--- src/rtl/cmd_sequencer.sv ---
// Queued command sequencer: FIFO of (command, argument) pairs feeding a single-step
// run engine with microsecond delays, a per-command watchdog and sticky error flags.
module cmd_sequencer #(
    parameter int unsigned DEPTH      = 4,
    parameter int unsigned CMD_BITS   = 4,
    parameter int unsigned ARG_WIDTH  = 8,
    parameter int unsigned STATE_BITS = 4,
    parameter int unsigned DELAY_BITS = 12,
    parameter int unsigned CLK_MHZ    = 24,
    parameter int unsigned TIMEOUT_US = 0
) (
    input  logic                      osc,
    input  logic                      rst_n,
    input  logic                      push,
    input  logic [CMD_BITS-1:0]       push_nr,
    input  logic [ARG_WIDTH-1:0]      push_arg,
    input  logic                      flush,
    output logic                      full,
    output logic [$clog2(DEPTH):0]    level,
    output logic                      busy,
    output logic                      step,
    output logic [CMD_BITS-1:0]       cmd_nr,
    output logic [ARG_WIDTH-1:0]      cmd_arg,
    output logic [STATE_BITS-1:0]     cmd_state,
    input  logic                      state_set,
    input  logic [STATE_BITS-1:0]     state_next,
    input  logic                      delay_set,
    input  logic [DELAY_BITS-1:0]     delay_us,
    input  logic                      finish,
    input  logic                      clr_sticky,
    output logic                      ovf,
    output logic                      tmo
);

    localparam int unsigned PTR_W = $clog2(DEPTH);
    localparam int unsigned LVL_W = PTR_W + 1;
    localparam int unsigned PRE_W = (CLK_MHZ > 1) ? $clog2(CLK_MHZ) : 1;
    localparam int unsigned WD_W  = (TIMEOUT_US > 1) ? $clog2(TIMEOUT_US) : 1;

    localparam logic [PRE_W-1:0] PRE_LAST = PRE_W'(CLK_MHZ - 1);
    localparam logic [WD_W-1:0]  WD_LAST  = (TIMEOUT_US > 0) ? WD_W'(TIMEOUT_US - 1) : '0;

    typedef enum logic {
        S_IDLE,
        S_RUN
    } state_t;

    state_t state_q, state_d;

    logic [CMD_BITS-1:0]   mem_nr  [DEPTH];
    logic [ARG_WIDTH-1:0]  mem_arg [DEPTH];
    logic [PTR_W-1:0]      wr_ptr, rd_ptr;
    logic [LVL_W-1:0]      count;

    logic [DELAY_BITS-1:0] us_cnt;
    logic [PRE_W-1:0]      us_pre;
    logic [WD_W-1:0]       wd_cnt;
    logic [PRE_W-1:0]      wd_pre;

    logic fifo_full;
    logic do_push;
    logic do_pop;
    logic do_finish;
    logic wd_expire;
    logic delay_load;

    assign fifo_full  = (count == LVL_W'(DEPTH));
    assign do_push    = push && !flush && !fifo_full;
    assign do_pop     = (state_q == S_IDLE) && (count != '0) && !flush;
    assign do_finish  = step && finish;
    assign delay_load = step && delay_set && !finish && (delay_us != '0);

    // Abort on the edge where the watchdog would reach TIMEOUT_US, so a command
    // stays busy for exactly TIMEOUT_US * CLK_MHZ cycles.
    assign wd_expire  = (TIMEOUT_US != 0) && (state_q == S_RUN) &&
                        (wd_pre == '0) && (wd_cnt == WD_LAST);

    always_ff @(posedge osc or negedge rst_n) begin
        if (!rst_n) begin
            state_q <= S_IDLE;
        end else begin
            state_q <= state_d;
        end
    end

    always_comb begin
        state_d = state_q;
        case (state_q)
            S_IDLE:  if (do_pop) state_d = S_RUN;
            S_RUN:   if (do_finish || wd_expire) state_d = S_IDLE;
            default: state_d = S_IDLE;
        endcase
    end

    always_comb begin
        busy  = (state_q == S_RUN);
        step  = busy && (us_cnt == '0);
        full  = fifo_full;
        level = count;
    end

    always_ff @(posedge osc or negedge rst_n) begin
        if (!rst_n) begin
            wr_ptr <= '0;
            rd_ptr <= '0;
            count  <= '0;
        end else if (flush) begin
            wr_ptr <= '0;
            rd_ptr <= '0;
            count  <= '0;
        end else begin
            if (do_push) wr_ptr <= wr_ptr + PTR_W'(1);
            if (do_pop)  rd_ptr <= rd_ptr + PTR_W'(1);
            case ({do_push, do_pop})
                2'b10:   count <= count + LVL_W'(1);
                2'b01:   count <= count - LVL_W'(1);
                default: count <= count;
            endcase
        end
    end

    always_ff @(posedge osc) begin
        if (do_push) begin
            mem_nr[wr_ptr]  <= push_nr;
            mem_arg[wr_ptr] <= push_arg;
        end
    end

    always_ff @(posedge osc or negedge rst_n) begin
        if (!rst_n) begin
            cmd_nr    <= '0;
            cmd_arg   <= '0;
            cmd_state <= '0;
            us_cnt    <= '0;
            us_pre    <= '0;
            wd_cnt    <= '0;
            wd_pre    <= '0;
        end else if (do_pop) begin
            cmd_nr    <= mem_nr[rd_ptr];
            cmd_arg   <= mem_arg[rd_ptr];
            cmd_state <= '0;
            us_cnt    <= '0;
            us_pre    <= '0;
            wd_cnt    <= '0;
            wd_pre    <= PRE_LAST;
        end else if (do_finish || wd_expire) begin
            cmd_state <= '0;
            us_cnt    <= '0;
            us_pre    <= '0;
            wd_cnt    <= '0;
            wd_pre    <= '0;
        end else if (state_q == S_RUN) begin
            if (step && state_set) cmd_state <= state_next;

            if (delay_load) begin
                us_cnt <= delay_us;
                us_pre <= PRE_LAST;
            end else if (us_cnt != '0) begin
                if (us_pre == '0) begin
                    us_pre <= PRE_LAST;
                    us_cnt <= us_cnt - DELAY_BITS'(1);
                end else begin
                    us_pre <= us_pre - PRE_W'(1);
                end
            end

            if (wd_pre == '0) begin
                wd_pre <= PRE_LAST;
                wd_cnt <= wd_cnt + WD_W'(1);
            end else begin
                wd_pre <= wd_pre - PRE_W'(1);
            end
        end
    end

    // A set event in the same cycle as clr_sticky keeps the flag high.
    always_ff @(posedge osc or negedge rst_n) begin
        if (!rst_n) begin
            ovf <= 1'b0;
            tmo <= 1'b0;
        end else begin
            if (push && fifo_full && !flush) ovf <= 1'b1;
            else if (clr_sticky)             ovf <= 1'b0;

            if (wd_expire && !do_finish)     tmo <= 1'b1;
            else if (clr_sticky)             tmo <= 1'b0;
        end
    end

endmodule

--- config.mk ---
export PLATFORM = sky130hd
export DESIGN_NAME = cmd_sequencer
export DESIGN_NICKNAME = d
export VERILOG_FILES = /design/src/rtl/cmd_sequencer.sv
export SDC_FILE = /design/constraint.sdc
export NUM_CORES = 1
export LEC_CHECK = 0
export CAP_MARGIN = 20
export CORE_ASPECT_RATIO = 1.1
export CORE_MARGIN = 3
export CORE_UTILIZATION = 50
export CTS_CLUSTER_SIZE = 25
export DETAILED_ROUTE_END_ITERATION = 16
export GPL_ROUTABILITY_DRIVEN = 0
export PLACE_DENSITY_LB_ADDON = 0.25
export SYNTH_ARGS = -nofsm -noshare
export SYNTH_HDL_FRONTEND = slang
export SYNTH_SLANG_ARGS = --single-unit
--- constraint.sdc ---
create_clock -name osc -period 5.25 [get_ports osc]
set_input_delay 0.7875 -clock osc [delete_from_list [all_inputs] [get_ports osc]]
set_output_delay 0.7875 -clock osc [all_outputs]
set_load 0.03 [all_outputs]
==> results of run 1 <==
## metal layers
metal	track usage	routed length, um	vias to the layer above
met5	0	0	-
met4	0.06400	109	0
met3	0.04406	398	11
met2	0.3242	4093	75
met1	0.2182	3267	1290
li1	-	-	1201
## state kept, by name (all words and copies together) (netlist names)
signal / cells
level: 3
ovf: 1
busy: 1
rd_ptr: 2
cmd_nr: 4
us_pre: 5
us_cnt: 12
wr_ptr: 2
mem_arg: 32
cmd_arg: 8
mem_nr: 16
cmd_state: 4
## per-stage QoR
stage | instances | total power (uW)
after floorplan | 283 | 1690
after CTS | 456 | 2518
after global placement | 440 | 1969
final | 456 | 2497
after global routing | 456 | 2642
after detailed placement | 440 | 1993
## cells in the final DEF, fill, tap and decap left out, drive strengths merged, types with 3 or more instances in the layout
| cell | n |
|---|---|
| nor3 | 11 |
| xnor2 | 7 |
| nor2 | 16 |
| ha | 7 |
| o21ai | 3 |
| mux2 | 12 |
| inv | 12 |
| and3 | 6 |
| a21oi | 11 |
| xor2 | 3 |
| clkbuf | 10 |
| nor4b | 4 |
| nor4 | 7 |
| dfrtp | 42 |
| mux4 | 12 |
| edfxtp | 48 |
| nand3 | 9 |
| a31o | 3 |
| clkdlybuf4s50 | 57 |
| mux2i | 6 |
| nand2 | 20 |
## worst register-to-register path, cell delays in order (launching register included)
cell and delay, ns:
dfrtp_1 0.40, inv_1 0.13, ha_1 0.18, nor4b_4 0.31
and3_1 0.54, a31oi_1 0.39, a32o_1 0.37
## cells by family (layout without fill, tap and decap cells)
logic type,count (synthesis),in the layout,synth area share
DFF,90,90,0.6073
and+or+nand+nor,87,87,0.1378
AOI/OAI and AO/OA,37,37,0.06951
muxes,30,30,0.1134
buffers and inverters,20,85,0.02164
xor gates and xnor gates,10,10,0.02317
adders and majority gates,8,8,0.02622
other,1,1,0.0009138
## how the worst min path moves through the flow
| stage | slack (ns) | cells past startpoint | start | end |
|---|---|---|---|---|
| final | 0.52 | 1 | cmd_arg[5] | cmd_arg[5] |
| after detailed placement | 0.50 | 1 | cmd_arg[5] | cmd_arg[5] |
| after global placement | 0.50 | 1 | cmd_nr[1] | cmd_nr[1] |
| after CTS | 0.52 | 1 | cmd_arg[5] | cmd_arg[5] |
| after global routing | 0.55 | 1 | cmd_arg[5] | cmd_arg[5] |
| after floorplan | 0.48 | 1 | us_pre[0] | us_pre[0] |
## power groups by stage
| stage | registers, uW | clock network, uW | logic (uW) |
|---|---|---|---|
| floorplan | 1150 | 0 | 540 |
| global placement | 1080 | 0 | 889 |
| detailed placement | 1080 | 0 | 908 |
| CTS | 1070 | 535 | 912 |
| global route | 1090 | 566 | 982 |
| finish | 1070 | 522 | 907 |
## final cells by class
class	instances	area (sq um)
clock buffers	10	127.6
clock inverters	6	97.59
fillers	605	2959
inverters	10	37.54
multi-input cells	173	1523
flip-flops and latches	90	2492
well taps	108	135.1
repair buffers	59	583.1
==> flow_summary.yaml, run 1 <==
floorplanning:
  core_sq_um: 7955
  io_pins: 60
  die_x_um: 92.38
  start_util: 0.5159
  die_area_sq_um: 9332
  chipHeight_um: 101.0
  rows: 34
critical_path:
  worstReg2RegEnd: "us_pre[2]"
  critical-path-max-stage-delay_ns: 0.66
  r2r_slack_ns: 2.83
  path_class: "flip-flop to output pin"
  cp-start-kind: "flip-flop"
  endpoint: "step"
  critPathSlowestCell: "clkdlybuf4s50_1"
  rr_worst_depth: 6
  endpoint_kind: "output pin"
  worstReg2RegStart: "us_cnt[0]"
  cp_max_fo: 11
  crit_path_start: "us_cnt[0]"
  worstPathRequired_ns: 4.46
  crit_chain: "inv_1, ha_1, nor4b_4, and3_1, and2_1, clkdlybuf4s50_1"
  timing.critical_path.buf_inv: 2
  critPathArrivalTime_ns: 2.77
  crit_cells: 6
  crit_family: "simple AND/OR/NAND/NOR gates"
routing:
  viasPerCell: 5.651
  drcViolationCount: 0
  wire_per_inst_um: 17.25
  dr.pass1.iters: 4
  ant_nets: 0
  drt_iter0_drc: 94
  num_vias: 2577
  drt-total-wl_um: 7868
clocking:
  clk_latency_ns: 0.35
  hold_buffers: 0
  post_cts_buffers: 0
  cts-buffers-inserted: 9
  cts_resized: 0
  clockBufferDepth: 2
  cts.reportedPaths.clkPinSlew_ns: 0.09
  cts_sinks: 90
  cts_root_buf: "clkbuf_8"
  tritoncts: "yes"
  cts_htree_levels: 3
synthesis:
  synth_area_leaders: "edfxtp_1 35%, dfrtp_1 26%, mux4_2 6.6%, mux2_2 3.3%, ha_1 2.1%"
  post-synth-top-area-cell: "edfxtp_1"
  yosys-top-cells-count: "48 x edfxtp_1, 42 x dfrtp_1, 19 x nand2_1"
  synth_seq_cells: 90
  yosysUniqueCellTypes: 67
  synth_cells: 283
  synth_edf_count: 48
  ys_seq_area_frac: 0.6073
  async_reset_ff_frac: 0.4667
  synth_area_sq_um: 4104
  yosys.area.top_type_share: 0.3512
  synth_ff_type: "edfxtp_1"
  yosysWarnings: 0
  synth.avg_cell_area_sq_um: 14.50
  synth_nets: 327
  yosys.cell_count.top_type: "edfxtp_1"
timing:
  fin_ws_ns: 1.696
  finalCriticalPeriod_ns: 3.554
  whs_ns: 0.5178
  post-route-period-util: 0.6770
  relSlewSlack: 0.3506
  tightest_slew_ns: 0.9741
  hold_viol: 0
  tns_ns: 0
  final-max-slew-violation-count: 0
  skew_ns: 0.009771
  fmax_mhz: 281.3
  setup_viol: 0
  grt_setup_unrepaired: "no"
power:
  peakVddDrop_mv: 0.2582
  comb_power_share: 0.363
  p_leak_uw: 0.001872
  clock_power_share: 0.209
  p_int_uw: 1605
  p_per_area_nw_per_um2: 499.8
  p_switching_uw: 892.1
  power_frac_seq: 0.428
  swShare: 0.3573
place:
  placed_cell_area_sq_um: 4771
  place_hpwl_um: 5412
  preCtsSetupSlack_ns: 2.077
  io_buffers: 58
layout:
  diodes: 0
  finalInstanceArea_sq_um: 4996
  finalCoreUtilization: 0.6280
  area_delta_synth_final_pct: 21.74
  drive_gt1_frac: 0.1810
  nNetsFinal: 387
run:
  max-cap-violations: 0
grt:
  grt_max_degree: 43
  antenna_found_initial: 0
  grt_pass1_wl_um: 13090
  grt_usage: 0.1830
  grt-ovfl-total: 0
  grt_pass1_vias: 2696
run_status:
  status: "completed"
min_path:
  min_path_type: "flip-flop to flip-flop"
Note: power is estimated with default switching activity, not from simulation.
==> inputs of run 2 (changes only) <==
--- a/config.mk
+++ b/config.mk
@@ -8,7 +8,7 @@
 export CAP_MARGIN = 20
 export CORE_ASPECT_RATIO = 1.1
 export CORE_MARGIN = 3
-export CORE_UTILIZATION = 50
+export CORE_UTILIZATION = 49
 export CTS_CLUSTER_SIZE = 25
 export DETAILED_ROUTE_END_ITERATION = 16
 export GPL_ROUTABILITY_DRIVEN = 0
==> constraint.sdc (replaced) <==
create_clock -name osc -period 2.9 [get_ports osc]
set_input_delay 0.435 -clock osc [delete_from_list [all_inputs] [get_ports osc]]
set_output_delay 0.435 -clock osc [all_outputs]
set_load 0.03 [all_outputs]
==> flow_summary.yaml, run 2 (synthesis gave the netlist of run 1 again) <==
routing:
  drcViolationCount: 0
  drt_iter0_drc: 157
  num_vias: 2610
  met2_length_um: 4089
  dr.pass1.iters: 4
  wire_per_inst_um: 17.34
  viasPerCell: 5.613
  ant_nets: 0
  wl_met1_um: 3356
  highest_layer: "met4"
  drt-total-wl_um: 8061
  wl_met3_um: 372
layout:
  seqCellArea_sq_um: 2492
  finalCoreUtilization: 0.6265
  nNetsFinal: 396
  drive_gt1_frac: 0.2045
  diodes: 0
  mostFrequentLayoutCells: "56 x clkdlybuf4s50_1, 48 x edfxtp_1, 42 x dfrtp_1"
  multiInputGateArea_sq_um: 1523
  finalInstanceArea_sq_um: 5037
  final_common_cell: "clkdlybuf4s50_1"
  largest_register: "mem_arg"
  largest_register_ffs: 32
  area_delta_synth_final_pct: 22.74
  reg.largest.list: "mem_arg x32, mem_nr x16, us_cnt x12"
  fillers: 611
floorplanning:
  start_util: 0.5104
  core_sq_um: 8040
  io_pins: 60
  die_x_um: 93.26
  rows: 34
  die_area_sq_um: 9511
  chipHeight_um: 102.0
timing:
  tightest_slew_ns: 0.8074
  fin_ws_ns: 0.2914
  relSlewSlack: 0.4617
  fmax_mhz: 383.3
  post-route-period-util: 0.8995
  skew_ns: 0.01358
  setup_viol: 0
  tns_ns: 0
  finalCriticalPeriod_ns: 2.609
  grt_setup_unrepaired: "no"
  final-max-slew-violation-count: 0
  hold_viol: 0
grt:
  grt_usage: 0.1828
  antenna_found_initial: 0
  grt_pass1_vias: 2702
  grt_pass1_wl_um: 13280
  grt_max_degree: 43
  grt-ovfl-total: 0
power:
  p_leak_uw: 0.001918
  fin_total_pwr_uw: 4397
  peakVddDrop_mv: 0.4094
  p_per_area_nw_per_um2: 872.9
clocking:
  cts_htree_levels: 3
  cts.reportedPaths.clkPinSlew_ns: 0.10
  clk_latency_ns: 0.36
  tritoncts: "yes"
  cts_root_buf: "clkbuf_8"
  cts_sinks: 90
  cts-buffers-inserted: 9
  clockBufferDepth: 2
  post_cts_buffers: 0
place:
  placed_cell_area_sq_um: 4831
  place_hpwl_um: 5622
  io_buffers: 58
  preCtsSetupSlack_ns: 0.4064
min_path:
  min_path_type: "primary input to asynchronous set/reset pin"
run_status:
  status: "completed"
critical_path:
  endpoint_kind: "output pin"
  path_class: "flip-flop to output pin"
  cp-start-kind: "flip-flop"
  cp_max_fo: 9
  critPathArrivalTime_ns: 2.17
  worstPathRequired_ns: 2.47
run:
  max-cap-violations: 0
## run 2: changes by cell type in the layout (fill, tap and decap cells not counted)
cell / delta
inv_8: +1
inv_6: +1
clkdlybuf4s50_1: -1
bufinv_16: -2
clkinv_4: -2
clkinvlp_4: +2
buf_12: +1
clkinv_2: +1
buf_4: +8
clkbuf_1: -1
dlymetal6s2s_1: +1
## run 2: cell type report
cell class	instances	share of cell area
tap	108	0.02683
sequential	90	0.4948
timing repair buffer	68	0.1321
clock buffer	9	0.02459
inverter	10	0.007452
clock inverter	7	0.01192
multi-input combinational	173	0.3023
## run 2: per-layer routing
layer,up-vias,global-route usage
met1,1293,0.2337
li1,1220,-
met5,-,0
met2,75,0.2981
met3,22,0.02946
met4,0,0.1048
## run 2: path summary, 6_finish.rpt
path	slack, ns	from	endpoint	cells after the start
hold reg to reg	0.51	cmd_nr[2]	cmd_nr[2]	1
max in group asynchronous	2.38	rst_n	cmd_arg[3]	2
min in group osc	0.51	cmd_nr[2]	cmd_nr[2]	1
hold / removal	0.007	rst_n	us_cnt[2]	1
setup reg to reg	0.61	level[0]	level[2]	9
setup / recovery	0.29	level[0]	full	3
## run 2: timing repair
action                                 CTS  global route
endpoints found under the hold margin    0             0
hold buffers                             0             0
setup endpoints to repair                0             1
gates resized for setup                  0             1
## run 2: stage by stage
stage               cells  hold slack, ns
finish                465        0.006970
global placement      448          0.4907
floorplan             283          0.1394
detailed placement    448          0.4947
CTS                   464          0.2575
global route          465         0.02252
## run 2: worst max-delay path: stages (launching register included)
cell             delay (ns)
dfrtp_1                0.47
or3b_1                 0.56
inv_2                  0.12
clkdlybuf4s50_1        0.68
## run 2: power breakdown
part	internal (uW)	switching [uW]	leakage (uW)	total (uW)
combinational	811	863	0.000855	1670
clock	328	470	0.0000901	798
sequential	1620	306	0.000973	1920
total	2760	1640	0.00192	4400
==> edit: new RTL, flow settings as in run 2 <==
Register the output `level`, with the module's reset; this adds one clock of latency there. The other outputs are not delayed to match.
--- a/src/rtl/cmd_sequencer.sv
+++ b/src/rtl/cmd_sequencer.sv
@@ -45,6 +45,8 @@
         S_RUN
     } state_t;
 
+    logic [$clog2(DEPTH):0] level_d;
+
     state_t state_q, state_d;
 
     logic [CMD_BITS-1:0]   mem_nr  [DEPTH];
@@ -96,7 +98,7 @@
         busy  = (state_q == S_RUN);
         step  = busy && (us_cnt == '0);
         full  = fifo_full;
-        level = count;
+        level_d = count;
     end
 
     always_ff @(posedge osc or negedge rst_n) begin
@@ -187,5 +189,13 @@
         end
     end
 
+    always_ff @(posedge osc or negedge rst_n) begin
+        if (!rst_n) begin
+            level <= '0;
+        end else begin
+            level <= level_d;
+        end
+    end
+
 endmodule
 
Behaviour: not the same (Yosys sat finds a counterexample within 4 cycles, from zero or initial values and one cycle with rst_n low).
==> edit against run 2 <==
Total power increased by 0.89%. Global-route usage rose by 1.1 points. Die area shrank 0.40%. Routed wire length grew 4.3%. Design area rose by 1.1%. Critical path depth rose by 3. Setup slack better by 160 ps. First-iteration DRC count is 24% higher. Fmax increased by 6.6%. Register-to-register slack lost 40 ps. Sequential cell count increased by 3. Area after synthesis down 0.43%.
==> edit: results (changes against run 2) <==
| Metric | Value |
|---|---|
| FFs w/ async S/R, synth | 48.39% (+1.7 points) |
| Worst-case clock skew | 16.40 ps (+2.818 ps) |
| Placed insts | 483 (+7.8%) |
| Synth top area cells | edfxtp_1, dfrtp_1, mux4_2, nand2_1, ha_1 |
| Max incr delay on CP | 430 ps (-250 ps) |
| Leakage | 2.050 nW (+6.9%) |
| Reg-to-Reg End | us_cnt[8] |
| Sequential share of the synthesized area | 62.83% (+2.1 points) |
| Hold Path Class | primary input to async pin |
| Max cap viols | 0 (unchanged) |
| Synthesized area per cell | 12.97 um2 (-11%) |
| Top post-synthesis cells by count | nand2_1, edfxtp_1, dfrtp_1 |
| Net count after synthesis | 359 (+9.8%) |
| Synth cell types | 51 (-24%) |
| Initial DRC count | 194 (+24%) |
| R2r setup slk | 570 ps (-40 ps) |
| Switching Fraction | 37.69% (+0.40 points) |
| Status | finished clean |
| Global-route wire length before repair | 14.08 mm (+6.0%) |
| Data arrival, critical path | 2010 ps (-160 ps) |
| Hold WS | 430.8 ps (+423.8 ps) |
| Vias per cell | 5.497 (-2.1%) |
| Max VDD drop | 0.4027 mV (-1.6%) |
| Pre-CTS setup slack | 474.0 ps (+67.67 ps) |
| Worst R2R Path Depth | 7 (-2) |
| Dpl hpwl | 5.804 mm (+3.2%) |
| CP max-delay cell | dfrtp_1 |
| WL met3 | 475 um (+28%) |
| Remaining DRCs | 0 (unchanged) |
| Met2 wire length | 4.330 mm (+5.9%) |
| Share of cells above drive strength 1 | 13.74% (-6.7 points) |
| Clock share of power | 19.3% (+1.2 points) |
| Placed inst area | 4851 um2 (+0.41%) |
| Via count | 2754 (+5.5%) |
| Relative slew slack | 58.47% (+12 points) |
| Max FO, Critical Path | 5 (-4) |
| Final nets | 432 (+9.1%) |
| Routed length per placed instance | 16.78 um (-3.2%) |
| Vias in the first global route | 2785 (+3.1%) |
| Clk root buf | clkbuf_8 |
| Pin count of the biggest net entering global routing | 46 (+7.0%) |
| Total Routing Usage GR | 19.43% (+1.1 points) |
| Worst R2R Start | us_pre[0] |
==> edit: layout make-up <==
cell class,count,area [um2]
inverter,11,41.29
tap,108,135.1
timing repair buffer,75,720.7
sequential,93,2567
fill,640,2904
clock buffer,9,123.9
clock inverter,7,86.33
multi-input combinational,198,1419
==> edit: layer usage <==
layer  global-route usage (%)  vias up
li1                         -     1311
met5                        0        -
met3                    3.566       16
met4                    9.357        0
met1                    24.54     1338
met2                    32.58       89
==> edit: through the flow <==
step | power [W] | util, %
2_1_floorplan | 0.002979 | -
3_3_place_gp | 0.003553 | 60.65
3_5_place_dp | 0.003600 | 60.65
4_1_cts | 0.004474 | 63.28
5_1_grt | 0.004719 | 63.69
6_report | 0.004436 | 63.69
==> edit: worst max-delay path by stage <==
stage	from	end	slack, ps	depth (start not counted)
after global placement	us_cnt[0]	step	520	6
after global routing	us_cnt[0]	step	320	6
after floorplan	count[0]	count[2]	680	9
final	us_cnt[0]	step	450	6
after CTS	us_cnt[0]	step	60	6
after detailed placement	us_cnt[0]	step	470	6
==> edit: what timing repair did <==
action	CTS	global route
gates resized for setup	0	1
hold buffers	0	1
endpoints found under the setup margin	0	1
endpoints found under the hold margin	0	5
==> edit: logic make-up (layout without fill, tap and decap cells) <==
group,Yosys count,in the layout,synth area share (%)
DFF,93,93,62.83
xor gates and xnor gates,6,6,1.286
and+or+nand+nor,128,128,16.20
muxes,17,17,7.838
adders and majority gates,8,8,2.633
buffers and inverters,24,102,2.450
other,1,1,0.09177
AOI/OAI and AO/OA,38,38,6.675
==> edit: critical path, delay by kind of cell, from the launching register on <==
family        cells  cell delay, ps
fa+ha+maj         1             150
buf+inv           2             400
flops             1             430
simple gates      3             680
